==> src/rtl/audio_adc_i2s_rx.sv <==
// I2S slave receiver for the codec ADC path: oversamples BCLK/ADCLRCK/ADCDAT on clk_clk,
// assembles left/right words and buffers stereo pairs in a small FWFT FIFO.
module audio_adc_i2s_rx #(
  parameter int DATA_WIDTH  = 24,
  parameter int FIFO_DEPTH  = 4,
  parameter int SYNC_STAGES = 2
) (
  input  logic                          clk_clk,
  input  logic                          reset_reset,
  input  logic                          audio_BCLK,
  input  logic                          audio_ADCLRCK,
  input  logic                          audio_ADCDAT,
  input  logic                          enable,
  output logic [DATA_WIDTH-1:0]         sample_left,
  output logic [DATA_WIDTH-1:0]         sample_right,
  output logic                          sample_valid,
  input  logic                          sample_ready,
  output logic [$clog2(FIFO_DEPTH):0]   fifo_level,
  output logic                          overflow,
  input  logic                          clear_overflow,
  output logic [1:0]                    fsm_state
);

  localparam int CW   = $clog2(DATA_WIDTH + 1);
  localparam int AW   = $clog2(FIFO_DEPTH);
  localparam int LW   = AW + 1;
  localparam logic [CW-1:0] DW_C = CW'(DATA_WIDTH);

  typedef enum logic [1:0] {
    IDLE  = 2'd0,
    SKIP  = 2'd1,
    SHIFT = 2'd2,
    WAIT  = 2'd3
  } state_t;

  state_t state, state_next;

  logic [SYNC_STAGES-1:0] bclk_sync, lrck_sync, dat_sync;
  logic                   sync_bclk, sync_lrck, sync_dat;
  logic                   bclk_d, lrck_prev;
  logic                   bclk_rise, lrck_edge;

  logic [DATA_WIDTH-1:0]  shreg, word_val, held_left;
  logic [CW-1:0]          bit_cnt;
  logic                   channel_lrck, held_valid;
  logic                   word_done, enter_skip, shift_en;

  logic [DATA_WIDTH-1:0]  left_mem  [FIFO_DEPTH];
  logic [DATA_WIDTH-1:0]  right_mem [FIFO_DEPTH];
  logic [AW-1:0]          wr_ptr, rd_ptr;
  logic [LW-1:0]          count;
  logic                   full, push, push_ok, pop;

  always_ff @(posedge clk_clk) begin
    if (reset_reset) begin
      bclk_sync <= '0;
      lrck_sync <= '0;
      dat_sync  <= '0;
    end else begin
      bclk_sync <= {bclk_sync[SYNC_STAGES-2:0], audio_BCLK};
      lrck_sync <= {lrck_sync[SYNC_STAGES-2:0], audio_ADCLRCK};
      dat_sync  <= {dat_sync[SYNC_STAGES-2:0], audio_ADCDAT};
    end
  end

  assign sync_bclk = bclk_sync[SYNC_STAGES-1];
  assign sync_lrck = lrck_sync[SYNC_STAGES-1];
  assign sync_dat  = dat_sync[SYNC_STAGES-1];
  assign bclk_rise = sync_bclk & ~bclk_d;
  assign lrck_edge = bclk_rise & (sync_lrck != lrck_prev);

  always_ff @(posedge clk_clk) begin
    if (reset_reset) state <= IDLE;
    else             state <= state_next;
  end

  // The rise that reveals an LRCK edge carries the I2S delay bit, so entering SKIP
  // on that rise discards it; the rise that leaves SKIP already carries the MSB.
  always_comb begin
    state_next = state;
    word_done  = 1'b0;
    word_val   = '0;
    enter_skip = 1'b0;
    shift_en   = 1'b0;
    if (!enable) begin
      state_next = IDLE;
    end else if (bclk_rise) begin
      case (state)
        IDLE: begin
          if (lrck_edge && !sync_lrck) begin
            state_next = SKIP;
            enter_skip = 1'b1;
          end
        end
        SKIP: begin
          state_next = SHIFT;
          shift_en   = 1'b1;
        end
        SHIFT: begin
          if (lrck_edge) begin
            word_done  = 1'b1;
            word_val   = shreg << (DW_C - bit_cnt);
            state_next = SKIP;
            enter_skip = 1'b1;
          end else begin
            shift_en = 1'b1;
            if (bit_cnt == DW_C - 1'b1) begin
              word_done  = 1'b1;
              word_val   = {shreg[DATA_WIDTH-2:0], sync_dat};
              state_next = WAIT;
            end
          end
        end
        WAIT: begin
          if (lrck_edge) begin
            state_next = SKIP;
            enter_skip = 1'b1;
          end
        end
        default: state_next = IDLE;
      endcase
    end
  end

  always_ff @(posedge clk_clk) begin
    if (reset_reset) begin
      bclk_d       <= 1'b0;
      lrck_prev    <= 1'b0;
      shreg        <= '0;
      bit_cnt      <= '0;
      channel_lrck <= 1'b0;
      held_left    <= '0;
      held_valid   <= 1'b0;
    end else begin
      bclk_d <= sync_bclk;
      if (bclk_rise) lrck_prev <= sync_lrck;
      if (enter_skip) begin
        shreg        <= '0;
        bit_cnt      <= '0;
        channel_lrck <= sync_lrck;
      end else if (shift_en) begin
        shreg   <= {shreg[DATA_WIDTH-2:0], sync_dat};
        bit_cnt <= bit_cnt + 1'b1;
      end
      if (!enable) begin
        held_valid <= 1'b0;
      end else if (word_done) begin
        if (!channel_lrck) begin
          held_left  <= word_val;
          held_valid <= 1'b1;
        end else begin
          held_valid <= 1'b0;
        end
      end
    end
  end

  // Output handshake: a pair transfers on every clk_clk edge where sample_valid and
  // sample_ready are both high; the head stays stable while valid is high and ready low.
  assign push    = word_done & channel_lrck & held_valid;
  assign full    = (count == LW'(FIFO_DEPTH));
  assign pop     = sample_valid & sample_ready;
  assign push_ok = push & (~full | pop);

  always_ff @(posedge clk_clk) begin
    if (reset_reset) begin
      wr_ptr   <= '0;
      rd_ptr   <= '0;
      count    <= '0;
      overflow <= 1'b0;
      for (int i = 0; i < FIFO_DEPTH; i++) begin
        left_mem[i]  <= '0;
        right_mem[i] <= '0;
      end
    end else begin
      if (push_ok) begin
        left_mem[wr_ptr]  <= held_left;
        right_mem[wr_ptr] <= word_val;
        wr_ptr            <= wr_ptr + 1'b1;
      end
      if (pop) rd_ptr <= rd_ptr + 1'b1;
      if (push_ok && !pop)      count <= count + 1'b1;
      else if (!push_ok && pop) count <= count - 1'b1;
      if (push && full && !pop) overflow <= 1'b1;
      else if (clear_overflow)  overflow <= 1'b0;
    end
  end

  assign sample_left  = left_mem[rd_ptr];
  assign sample_right = right_mem[rd_ptr];
  assign sample_valid = (count != '0);
  assign fifo_level   = count;
  assign fsm_state    = state;

endmodule
==> config.mk <==
export PLATFORM = sky130hd
export DESIGN_NAME = audio_adc_i2s_rx
export DESIGN_NICKNAME = d
export VERILOG_FILES = /design/src/rtl/audio_adc_i2s_rx.sv
export SDC_FILE = /design/constraint.sdc
export NUM_CORES = 1
export LEC_CHECK = 0
export CAP_MARGIN = 15
export CORE_MARGIN = 4
export CORE_UTILIZATION = 65
export CTS_BUF_LIST = sky130_fd_sc_hd__clkbuf_16
export CTS_CLUSTER_DIAMETER = 80
export CTS_CLUSTER_SIZE = 12
export DETAILED_ROUTE_END_ITERATION = 16
export PLACE_DENSITY_LB_ADDON = 0.3
export SYNTH_ARGS = -nofsm -noshare
export SYNTH_HDL_FRONTEND = slang
export SYNTH_SLANG_ARGS = --single-unit
==> constraint.sdc <==
create_clock -name clk_clk -period 7.2 [get_ports clk_clk]
set_input_delay 1.44 -clock clk_clk [delete_from_list [all_inputs] [get_ports clk_clk]]
set_output_delay 1.44 -clock clk_clk [all_outputs]
set_load 0.05 [all_outputs]
## Yosys cells after proc, flatten, opt, wreduce, memory -nomap -nowiden

Memory sizes are Yosys's and may differ from the RTL's. A register that Yosys moved wholly into a read port is not among the register bits.
Index checks and enable logic that the tools add are counted.

| storage, ports and cells | value |
|---|---|
| bits in registers | 73 |
| memory bits (writable) | 192 |
| input port bits | 8 |
| output and inout port bits | 55 |
| logic and storage cells | 107 |
| memories kept | 2 |

| operators by class | value |
|---|---|
| $add $sub $neg | 6 |
| equal/unequal tests | 9 |
| shift-type cells | 1 |
| mux-type cells | 44 |
| bitwise gates (word level) | 11 |
| reduce and logical (&&, ||, !) cells | 19 |

Memories:

| name | words | bits a word | rd ports | clocked after Yosys merged registers in | write ports | RTL line | RTL |
|---|---|---|---|---|---|---|---|
| left_mem | 4 | 24 | 1 | 1 | 4 | 48 | `logic [DATA_WIDTH-1:0] left_mem [FIFO_DEPTH];` |
| right_mem | 4 | 24 | 1 | 1 | 4 | 49 | `logic [DATA_WIDTH-1:0] right_mem [FIFO_DEPTH];` |

Operators by type and width:

| operator | count |
|---|---|
| 24-bit two-way mux | 7 |
| 24-bit OR reduction | 2 |
| 24-bit by 5-bit left shift with 24-bit output | 1 |
| 1-bit two-way mux | 22 |
| 2-bit two-way mux | 10 |
| 2-bit case mux with 4 select lines | 1 |
| 1-bit AND | 6 |
| 3-bit two-way mux | 2 |
| 2-bit OR reduction | 3 |
| 5-bit by 1-bit adder with 5-bit output (second input constant) | 1 |
| 5-bit equality test (second input constant) | 1 |
| 1-bit logical AND | 5 |
| 5-bit subtractor (first input constant) | 1 |
| 2-bit by 1-bit adder with 2-bit output (second input constant) | 2 |
| 2-bit equality test (second input constant) | 2 |
| 2-bit != test (second input constant) | 2 |
| 1-bit NOT | 4 |
| 1-bit case mux with 2 select lines | 2 |
| 4-bit AND reduction | 1 |
| 2-bit nonzero test | 2 |
| 3-bit by 1-bit adder with 3-bit output (second input constant) | 1 |
| 3-bit equality test (second input constant) | 1 |
| 1-bit logical NOT | 3 |
| 3-bit != test (second input constant) | 1 |
| 7 further kinds | 7 |

## Logic depth before layout (Yosys ltp)

Gate-level depths: netlist of the first run.

| logic depth | value |
|---|---|
| depth in word-level cells | 15 |
| gate-level depth with buffers | 13 |
| depth with buffers taken out | 10 |

## Worst setup path after synthesis of the first run

Ideal clock, no wire load.

| path | value |
|---|---|
| kind | input -> register |
| from | in reset_reset |
| to | mem left_mem[1][0] (enable) |
| setup time | 0.413 ns |
| arrival time | 3.763 ns |
| data required time | 6.787 ns |
| path slack | 3.023 ns |
| stages | 6 |
| buffers on the path | 3 |
| path through | clkbuf_1 > or4_4 > buf_6 > or2_1 > buf_6 > nand2b_1 |

RTL lines:

| what | RTL line | RTL |
|---|---|---|
| start, declared | 9 | `input logic reset_reset,` |
| end, declared | 48 |  |

==> metrics, run 1 <==
outcome finished clean; number of enable flip-flop cells after synthesis 192; # diodes 0; Area contributors post-synth edfxtp_1 (45%), dfxtp_1 (12%), mux4_2 (12%); PostCTS Resize Cnt 0; Clock transition at path regs 0.06 ns; Most used DFF post-synth edfxtp_1; worst reg2reg path depth 8; drt first pass iters 5; sequential power share 55.7%; clock buffer depth 3; hold path startpoint bclk_sync[0]; CTS Root Cell clkbuf_16; Die Ht 148 µm; synthesized area per cell 12.7 µm²; worst skew pair latency 0.53 ns; switch share 21.5%; RSZ-0062 raised after global routing no; placed insts 1268; Netlist cell types 65; reg2reg end left_mem[0][18]; minimum clock period 4.71 ns; WP data required 7.43 ns; Setup-failing EPs final 0; DRC 0; fin nets 1053; Slew Limit Headroom 24.3%; Psw 660 µW; share of cells above drive strength 1 13.1%; H-Tree Depth 1; Layout Skew 0.00821 ns; final-report max-slew violation count 0; P_int 2410 µW; Worst Tran Pin Value 1.14 ns; flop-to-flop setup slack 2.75 ns; Post-Syn Area 12700 µm²; max_cap viols 0; VDD IR max 0.000151 V; Pwr Density 216 nW/µm²; final hold vios 0; post-DP HPWL 20.0 mm; combinational share of power 4.3%; Post-synth ARST share 0%; worst-path maximum fanout 32; yosys warns 0; Clk network pwr share 39.9%; final WL 30.9 mm; vias per cell 6.40; TritonCTS Sinks 267; I/O Buffers 62; CTS tree done; Setup CP Type in -> reg; routability congestion estimate 1.03; Yosys reg bits 267; net count after synthesis 1016; commonest non-fill, non-tap cell in the layout edfxtp_1; hold path cells 1; Global Route Usage Sum 28.9%; # Post-CTS Setup Buffers 0; overflow left after global routing 0; CTS Hold Bufs 0; register area share after synthesis 57.2%; R2R Path Start bit_cnt[0]; HP Class reg -> reg; largest net degree at the start of global routing 49; CP arrival 4.95 ns; Period Utilization, post-route 65.5%; largest area contributor in the netlist edfxtp_1; cells after synthesis 999; initial antenna violation count 1; Leakage Power 0.00465 µW; most frequent cells in the layout edfxtp_1 (192), nor2_1 (165), and2_1 (89), dfxtp_1 (73), mux4_2 (65); core area 19000 µm²; Hold Path Sink bclk_sync[1]; First DRT Iteration DRCs 896; post-route ant nets 0; Die Footprint 21900 µm²; first-pass GRT wire length 49.1 mm; Worst setup SP type primary input; CP Capture Type flop; initial core utilization 67.0%; # IOs 63; Layout Cells excl Fill 1316; die width 148 µm; Inserted Clock Buffers 26; total number of vias 8416; row count 50; setup TNS 0 ns; area growth from synthesis to layout 11.7%; max frequency 212 MHz; vias in the first global route 8507; DR WL/cell 23.5 µm; top-area cell type share of the netlist area 45.4%
## per-layer routing
layer | global-route usage (%) | vias up | part of all wire [%] | routed length (µm)
li1 | - | 3743 | - | -
met1 | 38.4 | 4156 | 38 | 11700
met2 | 48.4 | 426 | 50 | 15600
met3 | 5.15 | 89 | 7.9 | 2450
met4 | 10.8 | 2 | 3.7 | 1150
met5 | 0 | - | 0.042 | 13
## cells in the mapped netlist (9+ instances only)
cell type	instances
buf_2	17
nand2_1	52
edfxtp_1	192
mux2_2	13
mux4_2	65
nor2b_1	9
and2_1	89
o21ai_0	17
clkbuf_1	34
nand2b_1	13
dfxtp_1	75
buf_6	10
nand3_1	9
mux2i_1	55
a211oi_1	12
nor2_1	165
a21oi_1	26
inv_1	15
nor3_1	19
## metrics by stage
step / worst slack [ns] / hold slack (ns) / cell area, µm² / util, % / total power [µW]
after floorplan: 3.02 / 0.414 / 12700 / - / 1830
after global placement: 2.21 / 0.416 / 13400 / 70.9 / 1870
after detailed placement: 2.02 / 0.426 / 13400 / 70.9 / 1880
after CTS: 2.61 / 0.440 / 14200 / 74.9 / 3080
after global routing: 2.33 / 0.455 / 14200 / 74.9 / 3170
final: 2.49 / 0.436 / 14200 / 74.9 / 3070
## critical path, stage by stage
cell and delay, ns:
clkdlybuf4s50_1 0.45, nor4b_1 0.70, nand3b_1 0.27, or4_4 0.38, or2_1 0.73, nand2b_2 0.49
buf_4 0.44
## cell type report
cell class / count / area, µm²
clock inverters: 21 / 83.8
fillers: 1203 / 4760
multi-input cells: 649 / 5050
flip-flops and latches: 267 / 7270
repair buffers: 77 / 728
inverters: 15 / 56.3
well taps: 260 / 325
clock buffers: 27 / 676
## flip-flops by register name, indices dropped and copies added (netlist names), named ones only
register	count
rd_ptr	2
wr_ptr	2
held_valid	1
channel_lrck	1
bclk_sync	2
dat_sync	2
fifo_level	3
bclk_d	1
left_mem	96
right_mem	96
held_left	24
overflow	1
lrck_sync	2
fsm_state	2
lrck_prev	1
shreg	24
bit_cnt	5
## cell families (layout without fill, tap and decap cells)
group                      after synthesis  count (layout)  share of synthesized area, %
muxes                                  133             133                          17.0
DFF                                    267             267                          57.2
xor gates and xnor gates                16              16                          1.16
adders and majority gates                9               9                         0.945
and+or+nand+nor                        388             388                          14.9
AOI/OAI and AO/OA                      103             103                          5.57
buffers and inverters                   83             140                          3.25
## how the worst max path moves through the flow
stage | from | endpoint | depth (start not counted)
after global routing | sample_ready | left_mem[1][1] | 7
after detailed placement | sample_ready | left_mem[1][11] | 7
after CTS | sample_ready | left_mem[1][1] | 7
final | sample_ready | left_mem[1][9] | 7
after floorplan | reset_reset | left_mem[1][0] | 6
after global placement | enable | left_mem[0][12] | 6
## power groups by stage
| stage | Clock, µW | Combinational (µW) | Sequential [µW] |
|---|---|---|---|
| after detailed placement | 0 | 134 | 1740 |
| after global placement | 0 | 132 | 1740 |
| after global routing | 1310 | 139 | 1710 |
| after floorplan | 0 | 88.7 | 1740 |
| after CTS | 1230 | 134 | 1710 |
| final | 1230 | 133 | 1710 |
Power figures use the tool's default switching activity.
==> run 2: changes to the inputs <==
- CORE_UTILIZATION: 65 -> 60
- clock period: 7.2 -> 4.85 ns (I/O delays scaled with it)
==> run 2 against run 1 <==
- design area up 0.85%
- clock-buffer cell count is 1 lower
- hold slack improved by 0.0070 ns
- wire length increased by 2.5%
- largest power group unchanged
- critical endpoint is now sample_left[22]
- clock power increased by 46%
- core utilization down 5.3 points
- flip-flop and latch count stayed put
- cell count up 1.7%
- register-to-register slack lost 1.6 ns
- combinational power grew 53%
- sequential share of layout area is 0.43 points lower
- worst setup slack worse by 1.6 ns
==> metrics, run 2 (same netlist as run 1, synthesis figures left out) <==
row count 52 (+4.0%); Total Power 4550 µW (+48%); CP arrival 2.95 ns (-2.00 ns); minimum clock period 3.92 ns; post-DP HPWL 21.0 mm (+4.8%); crit path setup slack, layout 0.929 ns (-1.56 ns); I/O Buffers 62 (unchanged); Worst Tran Pin Value 0.993 ns (-0.143 ns); CTS Root Cell clkbuf_16; Clock transition at path regs 0.06 ns (about the same); Die Footprint 23600 µm² (+7.9%); outcome finished clean; First DRT Iteration DRCs 845 (-5.7%); Hold Slack 0.443 ns (+0.00699 ns); area growth from synthesis to layout 12.7%; CTS Hold Bufs 0 (unchanged); setup TNS 0 ns (unchanged); commonest non-fill, non-tap cell in the layout edfxtp_1; die width 154 µm (+3.9%); initial core utilization 61.8% (-5.2 points); Inserted Clock Buffers 26 (unchanged); hold path startpoint bclk_sync[0]; RSZ-0062 raised after global routing no; # diodes 0 (unchanged); VDD IR max 0.000215 V (+42%); routability congestion estimate 0.950 (-7.5%); Worst setup SP type flop; largest net degree at the start of global routing 49 (unchanged); clock buffer depth 3 (unchanged); Leakage Power 0.00471 µW (+1.3%); vias per cell 6.31 (-1.4%); Period Utilization, post-route 80.8%; core area 20600 µm² (+8.5%); drt first pass iters 5 (unchanged); max frequency 255 MHz; # IOs 63 (unchanged); final hold vios 0 (unchanged); # Post-CTS Setup Buffers 0 (unchanged); worst-path maximum fanout 48 (+50%); final WL 31.7 mm (+2.5%); TritonCTS Sinks 267 (unchanged); WP data required 3.88 ns (-3.55 ns); final-report max-slew violation count 0 (unchanged); overflow left after global routing 0 (unchanged); Global Route Usage Sum 27.1% (-1.8 points); fin nets 1066 (+1.2%); pre-CTS setup slack 0.801 ns (-1.22 ns); max_cap viols 0 (unchanged); PostCTS Resize Cnt 0 (unchanged); Setup-failing EPs final 0 (unchanged); CP Capture Type output port; share of cells above drive strength 1 14.1% (+1.1 points); first-pass GRT wire length 50.1 mm (+2.2%); Setup CP Type reg -> out; post-route ant nets 0 (unchanged); initial antenna violation count 0 (-1); DR WL/cell 23.6 µm (+0.74%); Largest regs left_mem (96), right_mem (96); CTS tree done; Pwr Density 318 nW/µm² (+47%); H-Tree Depth 1 (unchanged); R2R Path Start bit_cnt[1]; HP Class reg -> reg; most frequent cells in the layout edfxtp_1 (192), nor2_1 (165), and2_1 (89), dfxtp_1 (73), mux4_2 (65); worst skew pair latency 0.54 ns (about the same); Die Ht 154 µm (+3.9%); DRC 0 (unchanged); Slew Limit Headroom 33.8% (+9.6 points); Layout Skew 0.0168 ns (+0.00857 ns); vias in the first global route 8539 (+0.38%); total number of vias 8443 (+0.32%)
run 2: worst max-delay path, stage by stage (launching register included):
cell and delay [ns]:
dfxtp_4 1.00, mux4_2 0.66, clkdlybuf4s50_1 0.73
run 2: area by class of cell:
cell class,count,area [µm²]
Fill cell,1460,6240
Inverter,15,56.3
Tap cell,270,338
Clock buffer,26,651
Timing Repair Buffer,90,846
Multi-Input combinational cell,649,5050
Sequential cell,267,7270
Clock inverter,22,100
run 2: final timing paths:
| path | end | slack (ns) | depth (start not counted) |
|---|---|---|---|
| worst max-delay path | sample_left[22] | 0.93 | 2 |
| worst min-delay path | bclk_sync[1] | 0.44 | 1 |
| worst max register to register | left_mem[1][12] | 1.18 | 7 |
| worst min register to register | bclk_sync[1] | 0.44 | 1 |
run 2: through the flow:
step | std cells | cell area [µm²] | utilization, %
2_1_floorplan | 999 | 12700 | -
3_3_place_gp | 1290 | 13600 | 65.9
3_5_place_dp | 1290 | 13600 | 65.9
4_1_cts | 1338 | 14300 | 69.6
5_1_grt | 1339 | 14300 | 69.6
6_report | 1339 | 14300 | 69.6
run 2: routing by layer:
layer / share of wire [%] / wire length (µm) / global-route usage [%] / vias up
li1: - / - / - / 3783
met1: 38 / 12000 / 35.9 / 4124
met2: 50 / 15700 / 45.0 / 441
met3: 7.9 / 2490 / 4.36 / 95
met4: 4.6 / 1460 / 11.1 / 0
met5: 0 / 0 / 0 / -
run 2: power by group:
group	internal (µW)	switching, µW	total (µW)
clock	969	834	1800
sequential	2510	25.1	2540
combinational	67.5	135	203
